--- src/rtl/seq_adder_32bit.sv ---
// Two-pass 32-bit adder/subtractor sharing one 16-bit carry-lookahead adder.
// Define SEQ_ADDER_FLAGS_EN to build the ovf/zero flag logic; otherwise those outputs are tied to 0.
`timescale 1ns/1ps
module seq_adder_32bit (
  input  logic        clk,
  input  logic        rst,
  input  logic        in_valid,
  output logic        in_ready,
  input  logic [31:0] op_a,
  input  logic [31:0] op_b,
  input  logic        sub,
  input  logic        c_in,
  output logic        out_valid,
  input  logic        out_ready,
  output logic [31:0] sum,
  output logic        c_out,
  output logic        ovf,
  output logic        zero
);

  localparam int DATA_W = 32;
  localparam int HALF_W = DATA_W / 2;

  typedef enum logic [1:0] {IDLE, LO, HI, DONE} state_t;

  state_t                    r_state;
  logic                      r_in_ready;
  logic                      r_out_valid;
  logic signed [DATA_W-1:0]  r_a;
  logic signed [DATA_W-1:0]  r_b;
  logic                      r_carry;
  logic        [HALF_W-1:0]  r_lo;
  logic        [DATA_W-1:0]  r_sum;
  logic                      r_cout;

  logic [HALF_W-1:0] w_add_a;
  logic [HALF_W-1:0] w_add_b;
  logic [HALF_W:0]   w_add;

  // 16-bit adder built from four 4-bit lookahead groups with group-level carry lookahead
  function automatic logic [HALF_W:0] cla16(input logic [HALF_W-1:0] a,
                                             input logic [HALF_W-1:0] b,
                                             input logic ci);
    logic [HALF_W-1:0] g;
    logic [HALF_W-1:0] p;
    logic [HALF_W-1:0] s;
    logic [4:0]        gc;
    logic [3:0]        gg;
    logic [3:0]        pp;
    logic [3:0]        c;
    g     = a & b;
    p     = a ^ b;
    s     = '0;
    gc    = '0;
    gc[0] = ci;
    for (int k = 0; k < 4; k++) begin
      gg   = g[4*k +: 4];
      pp   = p[4*k +: 4];
      c[0] = gc[k];
      c[1] = gg[0] | (pp[0] & c[0]);
      c[2] = gg[1] | (pp[1] & gg[0]) | (pp[1] & pp[0] & c[0]);
      c[3] = gg[2] | (pp[2] & gg[1]) | (pp[2] & pp[1] & gg[0]) | (pp[2] & pp[1] & pp[0] & c[0]);
      gc[k+1] = gg[3] | (pp[3] & gg[2]) | (pp[3] & pp[2] & gg[1]) |
                (pp[3] & pp[2] & pp[1] & gg[0]) | ((&pp) & c[0]);
      s[4*k +: 4] = pp ^ c;
    end
    return {gc[4], s};
  endfunction

  // r_carry holds the seed during LO and the low-half carry during HI
  always_comb begin
    w_add_a = r_a[HALF_W-1:0];
    w_add_b = r_b[HALF_W-1:0];
    if (r_state == HI) begin
      w_add_a = r_a[DATA_W-1:HALF_W];
      w_add_b = r_b[DATA_W-1:HALF_W];
    end
  end

  assign w_add = cla16(w_add_a, w_add_b, r_carry);

`ifdef SEQ_ADDER_FLAGS_EN
  logic r_ovf;
  logic r_zero;
  logic w_ovf_nxt;
  logic w_zero_nxt;

  assign w_ovf_nxt  = (r_a[DATA_W-1] == r_b[DATA_W-1]) && (w_add[HALF_W-1] != r_a[DATA_W-1]);
  assign w_zero_nxt = ~|{w_add[HALF_W-1:0], r_lo};

  always_ff @(posedge clk or posedge rst) begin
    if (rst) begin
      r_ovf  <= 1'b0;
      r_zero <= 1'b0;
    end else if (r_state == HI) begin
      r_ovf  <= w_ovf_nxt;
      r_zero <= w_zero_nxt;
    end
  end

  assign ovf  = r_ovf;
  assign zero = r_zero;
`else
  assign ovf  = 1'b0;
  assign zero = 1'b0;
`endif

  always_ff @(posedge clk or posedge rst) begin
    if (rst) begin
      r_state     <= IDLE;
      r_in_ready  <= 1'b1;
      r_out_valid <= 1'b0;
      r_a         <= '0;
      r_b         <= '0;
      r_carry     <= 1'b0;
      r_lo        <= '0;
      r_sum       <= '0;
      r_cout      <= 1'b0;
    end else begin
      case (r_state)
        IDLE: begin
          if (in_valid) begin
            r_a        <= op_a;
            r_b        <= op_b ^ {DATA_W{sub}};
            r_carry    <= sub | c_in;
            r_in_ready <= 1'b0;
            r_state    <= LO;
          end
        end
        // stage boundary: low half result and its carry
        LO: begin
          r_lo    <= w_add[HALF_W-1:0];
          r_carry <= w_add[HALF_W];
          r_state <= HI;
        end
        // stage boundary: full result becomes visible only here, so the previous one is held until now
        HI: begin
          r_sum       <= {w_add[HALF_W-1:0], r_lo};
          r_cout      <= w_add[HALF_W];
          r_out_valid <= 1'b1;
          r_state     <= DONE;
        end
        DONE: begin
          if (out_ready) begin
            r_out_valid <= 1'b0;
            r_in_ready  <= 1'b1;
            r_state     <= IDLE;
          end
        end
        default: r_state <= IDLE;
      endcase
    end
  end

  assign in_ready  = r_in_ready;
  assign out_valid = r_out_valid;
  assign sum       = r_sum;
  assign c_out     = r_cout;

endmodule

--- config.mk ---
export PLATFORM = sky130hd
export DESIGN_NAME = seq_adder_32bit
export DESIGN_NICKNAME = d
export VERILOG_FILES = /design/src/rtl/seq_adder_32bit.sv
export SDC_FILE = /design/constraint.sdc
export NUM_CORES = 1
export LEC_CHECK = 0
export CAP_MARGIN = 5
export CORE_MARGIN = 5
export CORE_UTILIZATION = 52
export CTS_BUF_LIST = sky130_fd_sc_hd__clkbuf_4 sky130_fd_sc_hd__clkbuf_8
export DETAILED_ROUTE_END_ITERATION = 10
export HOLD_SLACK_MARGIN = 0.05
export MAX_ROUTING_LAYER = met4
export PLACE_DENSITY = 0.81
export SYNTH_ARGS = -nofsm -noshare
export SYNTH_HDL_FRONTEND = slang
export SYNTH_SLANG_ARGS = --single-unit
--- constraint.sdc ---
create_clock -name clk -period 10.8 [get_ports clk]
set_input_delay 1.62 -clock clk [delete_from_list [all_inputs] [get_ports clk]]
set_output_delay 1.62 -clock clk [all_outputs]
set_load 0.05 [all_outputs]
==> results_dict.tcl, run 1 <==
set metrics [dict create \
    outcome "finished, final reports clean" \
    maximum_number_of_pins_on_one_net_before_global_route_repair 97 \
    timing_worst_setup_path_type "flop to flop" \
    crit_arrival_ns 4.43 \
    grt_pass1_wl_um 20900 \
    syn2layout_area_growth_pct 25.0 \
    cp-startpoint "r_state[0]$_DFFE_PP0P_" \
    synth-edff-count 0 \
    ioPinCount 107 \
    cts_buffers 17 \
    yosysTopAreaCellShare_pct 49.3 \
    floorplan.die_area_um2 13700 \
    maximum_number_of_buffers_from_clock_root_to_sink 2 \
    clockRootBuffer "sky130_fd_sc_hd__clkbuf_8" \
    ys_warn_count 0 \
    initial_core_util_pct 52.5 \
    synth_top_cell_by_area "sky130_fd_sc_hd__dfrtp_1" \
    gate_count_after_technology_mapping 518 \
    gp_congestion 0.822 \
    async_sr_flop_fraction_pct 100 \
    ff_latch_count_synth 118 \
    drtIter0Drc 190 \
    synthFlopType "sky130_fd_sc_hd__dfrtp_1" \
    nets 708 \
    finalHoldViolations 0 \
    setup.worst_path.end_class "flop" \
    timing.max_cap.violations 0 \
    synth_sequential_area_ratio_pct 49.7 \
    synth_area_per_inst_um2 11.5 \
    drt_pass1_iterations 5 \
    fillers 888 \
    synthMostInstantiatedCell "sky130_fd_sc_hd__dfrtp_1" \
    vias_in_the_first_global_route 4247 \
    num_vias 4126 \
    clkSlewWorstSetupHoldPaths_ns 0.07 \
    layout_min_cycle_time_ns 4.13 \
    timing.max_slew.rel_slack_pct 24.8 \
    ys_top_cells_by_count "117 x sky130_fd_sc_hd__dfrtp_1, 91 x sky130_fd_sc_hd__mux2_2, 52 x sky130_fd_sc_hd__nand2_1" \
    gr-usage-all-layers_pct 20.1 \
    clkSinkCount 118 \
    timing.critical_path.from_type "flop" \
    hp-class "flop to flop" \
    cts_tree "built" \
    postRouteWirelength_um 12500 \
    die_width_um 117 \
    rsz0062_at_grt "no" \
    antenna_cells 0 \
    antenna_violations_before_repair 0 \
    cts.htree.levels 4 \
    post-route-period-util_pct 38.2 \
    drc 0 \
    postCtsSetupBuffers 0 \
    rows 39 \
    final-setup-viol-count 0 \
    grt_overflow 0 \
    max_slew.worst_pin.slew_ns 1.13 \
    vertical_extent_of_the_die_um 117 \
    synthDistinctLibCells 50 \
    postCtsResizedCells 0 \
    yosys-top-cells-area "sky130_fd_sc_hd__dfrtp_1 49%, sky130_fd_sc_hd__mux2_2 17%, sky130_fd_sc_hd__xnor2_1 5.6%" \
    post_drt_wl_per_cell_um 16.2 \
    setup_tns_ns 0 \
    hpwl_um 9170 \
    core_region_area_um2 11300 \
    critical_path_peak_fanout 75 \
    timing_max_transition_violations_final 0 \
    port_buffers 104 \
    drt.antenna.violating_nets 0 \
    fmax_mhz 242 \
    cts_hold_buf 0 \
    worst_clock_skew_ns 0.00832 \
    clkLatencyLatePin_ns 0.42 \
    viasPerCell 5.37 \
    worst_ep_required_time_ns 11.11 \
    post_route_cells_drive_above_1_share_pct 22.4 \
    syn-cell-area_um2 5940 \
    rr_startpoint "r_state[0]$_DFFE_PP0P_" \
    worstHoldStart "r_b[6]$_DFFE_PP0P_" \
]
==> worst paths after layout <==
path	cells after the start	endpoint	slack (ns)
setup / recovery	13	sum[29]$_DFFE_PP0P_	6.67
hold / removal	2	r_b[6]$_DFFE_PP0P_	0.48
setup reg to reg	13	sum[29]$_DFFE_PP0P_	6.67
hold reg to reg	2	r_b[6]$_DFFE_PP0P_	0.48
max in group asynchronous	3	sum[2]$_DFFE_PP0P_	7.91
min in group asynchronous	2	sum[1]$_DFFE_PP0P_	1.66
==> stage by stage <==
stage / utilization (%) / hold WS [ns] / std cells / instance area, um2 / setup slack (ns)
2_1_floorplan: - / 0.444 / 519 / 5940 / 6.05
3_3_place_gp: 62.3 / 0.456 / 738 / 7060 / 6.81
3_5_place_dp: 62.3 / 0.466 / 738 / 7060 / 6.69
4_1_cts: 65.6 / 0.482 / 769 / 7420 / 6.67
5_1_grt: 65.6 / 0.508 / 769 / 7420 / 6.46
6_report: 65.6 / 0.476 / 769 / 7420 / 6.67
==> logic make-up after synthesis <==
group | count (synthesis) | share of synthesized area, %
fa+ha+maj | 24 | 5.56
buf+inv | 51 | 3.48
simple gates | 97 | 7.52
other cells | 1 | 0.0632
mux | 96 | 18.1
xor+xnor | 38 | 5.60
flops | 118 | 49.7
compound gates | 93 | 9.92
==> final cells by class <==
type | instances | area [um2] | share of cell area [%]
Sequential cell | 118 | 2950 | 39.8
Timing Repair Buffer | 107 | 1060 | 14.3
Multi-Input combinational cell | 350 | 2790 | 37.5
Tap cell | 143 | 179 | 2.41
Clock buffer | 20 | 256 | 3.46
Inverter | 20 | 77.6 | 1.05
Clock inverter | 11 | 110 | 1.48
==> placed cells by master (no fill, tap or decap), types with 3 or more instances in the layout <==
cell type / instances
sky130_fd_sc_hd__nand2_1: 51
sky130_fd_sc_hd__nor2b_1: 4
sky130_fd_sc_hd__clkbuf_8: 17
sky130_fd_sc_hd__a21o_1: 4
sky130_fd_sc_hd__mux2_2: 91
sky130_fd_sc_hd__xnor2_1: 38
sky130_fd_sc_hd__clkdlybuf4s50_1: 103
sky130_fd_sc_hd__inv_1: 18
sky130_fd_sc_hd__o21ai_0: 39
sky130_fd_sc_hd__nor2_1: 19
sky130_fd_sc_hd__a21oi_1: 16
sky130_fd_sc_hd__clkinv_2: 7
sky130_fd_sc_hd__o21a_1: 4
sky130_fd_sc_hd__buf_4: 3
sky130_fd_sc_hd__nand3_1: 5
sky130_fd_sc_hd__o221ai_1: 4
sky130_fd_sc_hd__o2111ai_1: 4
sky130_fd_sc_hd__mux2i_1: 5
sky130_fd_sc_hd__dfrtp_1: 117
sky130_fd_sc_hd__clkbuf_4: 3
sky130_fd_sc_hd__ha_1: 19
sky130_fd_sc_hd__fa_1: 4
sky130_fd_sc_hd__nor3_1: 6
==> critical path: stages, from the launching register on <==
cell and delay, ns:
sky130_fd_sc_hd__dfrtp_1 0.41, sky130_fd_sc_hd__inv_1 0.09, sky130_fd_sc_hd__ha_2 0.16, sky130_fd_sc_hd__buf_4 0.68
sky130_fd_sc_hd__mux2_2 0.43, sky130_fd_sc_hd__ha_1 0.34, sky130_fd_sc_hd__o21a_1 0.22, sky130_fd_sc_hd__a21oi_2 0.10
sky130_fd_sc_hd__and3b_1 0.37, sky130_fd_sc_hd__o21a_1 0.21, sky130_fd_sc_hd__a21oi_1 0.10, sky130_fd_sc_hd__fa_1 0.44
sky130_fd_sc_hd__xnor2_1 0.14, sky130_fd_sc_hd__mux2_2 0.27
==> routing by layer <==
| metal | GRT usage, % | vias to the layer above | share of wire [%] |
|---|---|---|---|
| met3 | 4.47 | 21 | 4.8 |
| met5 | - | - | 0 |
| met4 | 7.26 | 0 | 2.0 |
| met2 | 29.7 | 122 | 47 |
| li1 | - | 1985 | - |
| met1 | 27.6 | 1998 | 47 |
==> sequential cells by signal (all words and copies together), names as in the netlist <==
signal	count
c_out	1
r_state	2
in_ready	1
r_b	32
out_valid	1
r_carry	1
sum	32
r_lo	16
r_a	32
Power of run 1 is left out: the tool's default activity adds up to more than one toggle a clock period on the data nets, which glitch-free logic cannot reach.
==> run 2, diff against run 1 <==
--- a/config.mk
+++ b/config.mk
@@ -7,12 +7,12 @@
 export LEC_CHECK = 0
 export CAP_MARGIN = 5
 export CORE_MARGIN = 5
-export CORE_UTILIZATION = 52
+export CORE_UTILIZATION = 49
 export CTS_BUF_LIST = sky130_fd_sc_hd__clkbuf_4 sky130_fd_sc_hd__clkbuf_8
 export DETAILED_ROUTE_END_ITERATION = 10
 export HOLD_SLACK_MARGIN = 0.05
 export MAX_ROUTING_LAYER = met4
-export PLACE_DENSITY = 0.81
+export PLACE_DENSITY = 0.8
 export SYNTH_ARGS = -nofsm -noshare
 export SYNTH_HDL_FRONTEND = slang
 export SYNTH_SLANG_ARGS = --single-unit
==> constraint.sdc (replaced) <==
create_clock -name clk -period 3.4 [get_ports clk]
set_input_delay 0.51 -clock clk [delete_from_list [all_inputs] [get_ports clk]]
set_output_delay 0.51 -clock clk [all_outputs]
set_load 0.05 [all_outputs]
==> run 2 against run 1 <==
Effect of this change:
- maximum frequency up 23%
- count of clock-buffer cells in the layout grew 1
- worst hold slack better by 0.0036 ns
- flip-flop and latch count unchanged
- first-iteration DRC count rose by 14%
- critical path type unchanged
- highest routed layer unchanged
==> results_dict.tcl, run 2 (synthesis results as in run 1) <==
set metrics [dict create \
    outcome "finished, final reports clean" \
    num_vias 4288 \
    crit_arrival_ns 3.67 \
    min_delay_path_depth 2 \
    post-route-period-util_pct 98.7 \
    worst_setup_path_endpoint "r_lo[13]$_DFFE_PP0P_" \
    port_buffers 104 \
    grt_overflow 0 \
    die_width_um 120 \
    worst_ep_required_time_ns 3.71 \
    layoutNonFillerInstCount 790 \
    post_route_cells_drive_above_1_share_pct 25.8 \
    hpwl_um 9800 \
    worst_r2r_path_depth 13 \
    setup_tns_ns 0 \
    gr-usage-all-layers_pct 20.0 \
    hp-class "flop to flop" \
    mostFrequentLayoutCell "sky130_fd_sc_hd__dfrtp_1" \
    gp_congestion 0.877 \
    vertical_extent_of_the_die_um 120 \
    cts_tree "built" \
    core_region_area_um2 12000 \
    preCtsSetupSlack_ns -0.0523 \
    nets 725 \
    ioPinCount 107 \
    layout_min_cycle_time_ns 3.36 \
    timing.rr.end "r_lo[13]$_DFFE_PP0P_" \
    placed_cells_incl_taps 750 \
    core_occupancy_in_the_finished_layout_pct 64.6 \
    critical_path_peak_fanout 6 \
    postRouteWirelength_um 13400 \
    commonest_cells_after_routing_fill_and_taps_aside "117 x sky130_fd_sc_hd__dfrtp_1, 103 x sky130_fd_sc_hd__clkdlybuf4s50_1, 89 x sky130_fd_sc_hd__mux2_2" \
    ff2ff_setup_slack_ns 0.04 \
    maximum_number_of_pins_on_one_net_before_global_route_repair 79 \
    drc 0 \
    drt_pass1_iterations 4 \
    worst_clock_skew_ns 0.00752 \
    viasPerCell 5.43 \
    maximum_number_of_buffers_from_clock_root_to_sink 2 \
    finalHoldViolations 0 \
    cp-startpoint "r_state[0]$_DFFE_PP0P_" \
    rr_startpoint "r_state[0]$_DFFE_PP0P_" \
    timing_max_transition_violations_final 0 \
    drt.antenna.violating_nets 0 \
    worstHoldStart "r_b[26]$_DFFE_PP0P_" \
    setup.worst_path.end_class "flop" \
    post_drt_wl_per_cell_um 17.0 \
    timing.max_cap.violations 0 \
    floorplan.die_area_um2 14400 \
    clkSlewWorstSetupHoldPaths_ns 0.07 \
    antenna_cells 0 \
    antenna_violations_before_repair 0 \
    final-setup-viol-count 0 \
    cts.htree.levels 4 \
    post-route-worst-setup-slack_ns 0.0427 \
    syn2layout_area_growth_pct 30.2 \
    timing.critical_path.from_type "flop" \
    timing_worst_setup_path_type "flop to flop" \
    clkSinkCount 118 \
    cts_buffers 17 \
    slowest_stage "sky130_fd_sc_hd__dfrtp_1" \
    drtIter0Drc 217 \
    max_slew.worst_pin.slew_ns 1.18 \
    timing.critical_path.cells "inv_2 > ha_4 > buf_6 > mux2_2 > ha_1 > o21a_1 > a21oi_2 > and3b_2 > o21a_1 > a21oi_2 > fa_2 > xnor2_1 > mux2_2" \
    grt_pass1_wl_um 22200 \
    clockRootBuffer "sky130_fd_sc_hd__clkbuf_8" \
    initial_core_util_pct 49.6 \
    timing.critical_path.slowest_cell_delay_ns 0.39 \
    vias_in_the_first_global_route 4393 \
    clkLatencyLatePin_ns 0.43 \
    fmax_mhz 298 \
    rows 40 \
    timing.max_slew.rel_slack_pct 21.3 \
]
==> run 2: metal layers <==
layer	wire [um]	vias up	global-route usage [%]
li1	-	2025	-
met1	6010	2107	26.6
met2	6490	131	30.4
met3	644	25	4.57
met4	273	0	6.59
met5	0	-	-
==> run 2: metrics by stage <==
stage	hold WS (ns)	instance area (um2)
final	0.479	7730
after global routing	0.503	7730
after CTS	0.482	7630
after detailed placement	0.465	7170
after global placement	0.460	7170
after floorplan	0.444	5990
==> run 2: cell type report <==
cell class / count / area (um2)
multi-input cells: 350 / 2860
repair buffers: 124 / 1230
flip-flops and latches: 118 / 2950
well taps: 147 / 184
fillers: 900 / 4230
clock buffers: 21 / 277
clock inverters: 10 / 153
inverters: 20 / 78.8
==> run 2: critical path: cells and delay by family (launching register included) <==
kind                     cells  cell delay [ns]
flip-flops                   1             0.39
adder cells (fa/ha/maj)      3             0.76
AO/OA/AOI/OAI                4             0.87
AND/OR/NAND/NOR              1             0.27
buffers and inverters        2             0.21
XOR/XNOR                     1             0.09
multiplexers                 2             0.63
==> run 2: how the worst min path moves through the flow <==
stage / endpoint
finish: r_b[26]$_DFFE_PP0P_
global route: r_b[13]$_DFFE_PP0P_
CTS: r_b[26]$_DFFE_PP0P_
detailed placement: r_b[26]$_DFFE_PP0P_
global placement: r_b[22]$_DFFE_PP0P_
floorplan: r_b[17]$_DFFE_PP0P_
==> run 2: repair_timing <==
action                     4_1_cts  5_1_grt
resized for setup                3       11
pin swaps                        0        6
cloned                           0        0
buffers inserted                 2        7
hold buffers                     0        0
setup endpoints to repair        4        8
Power of run 2 is left out for the same reason.
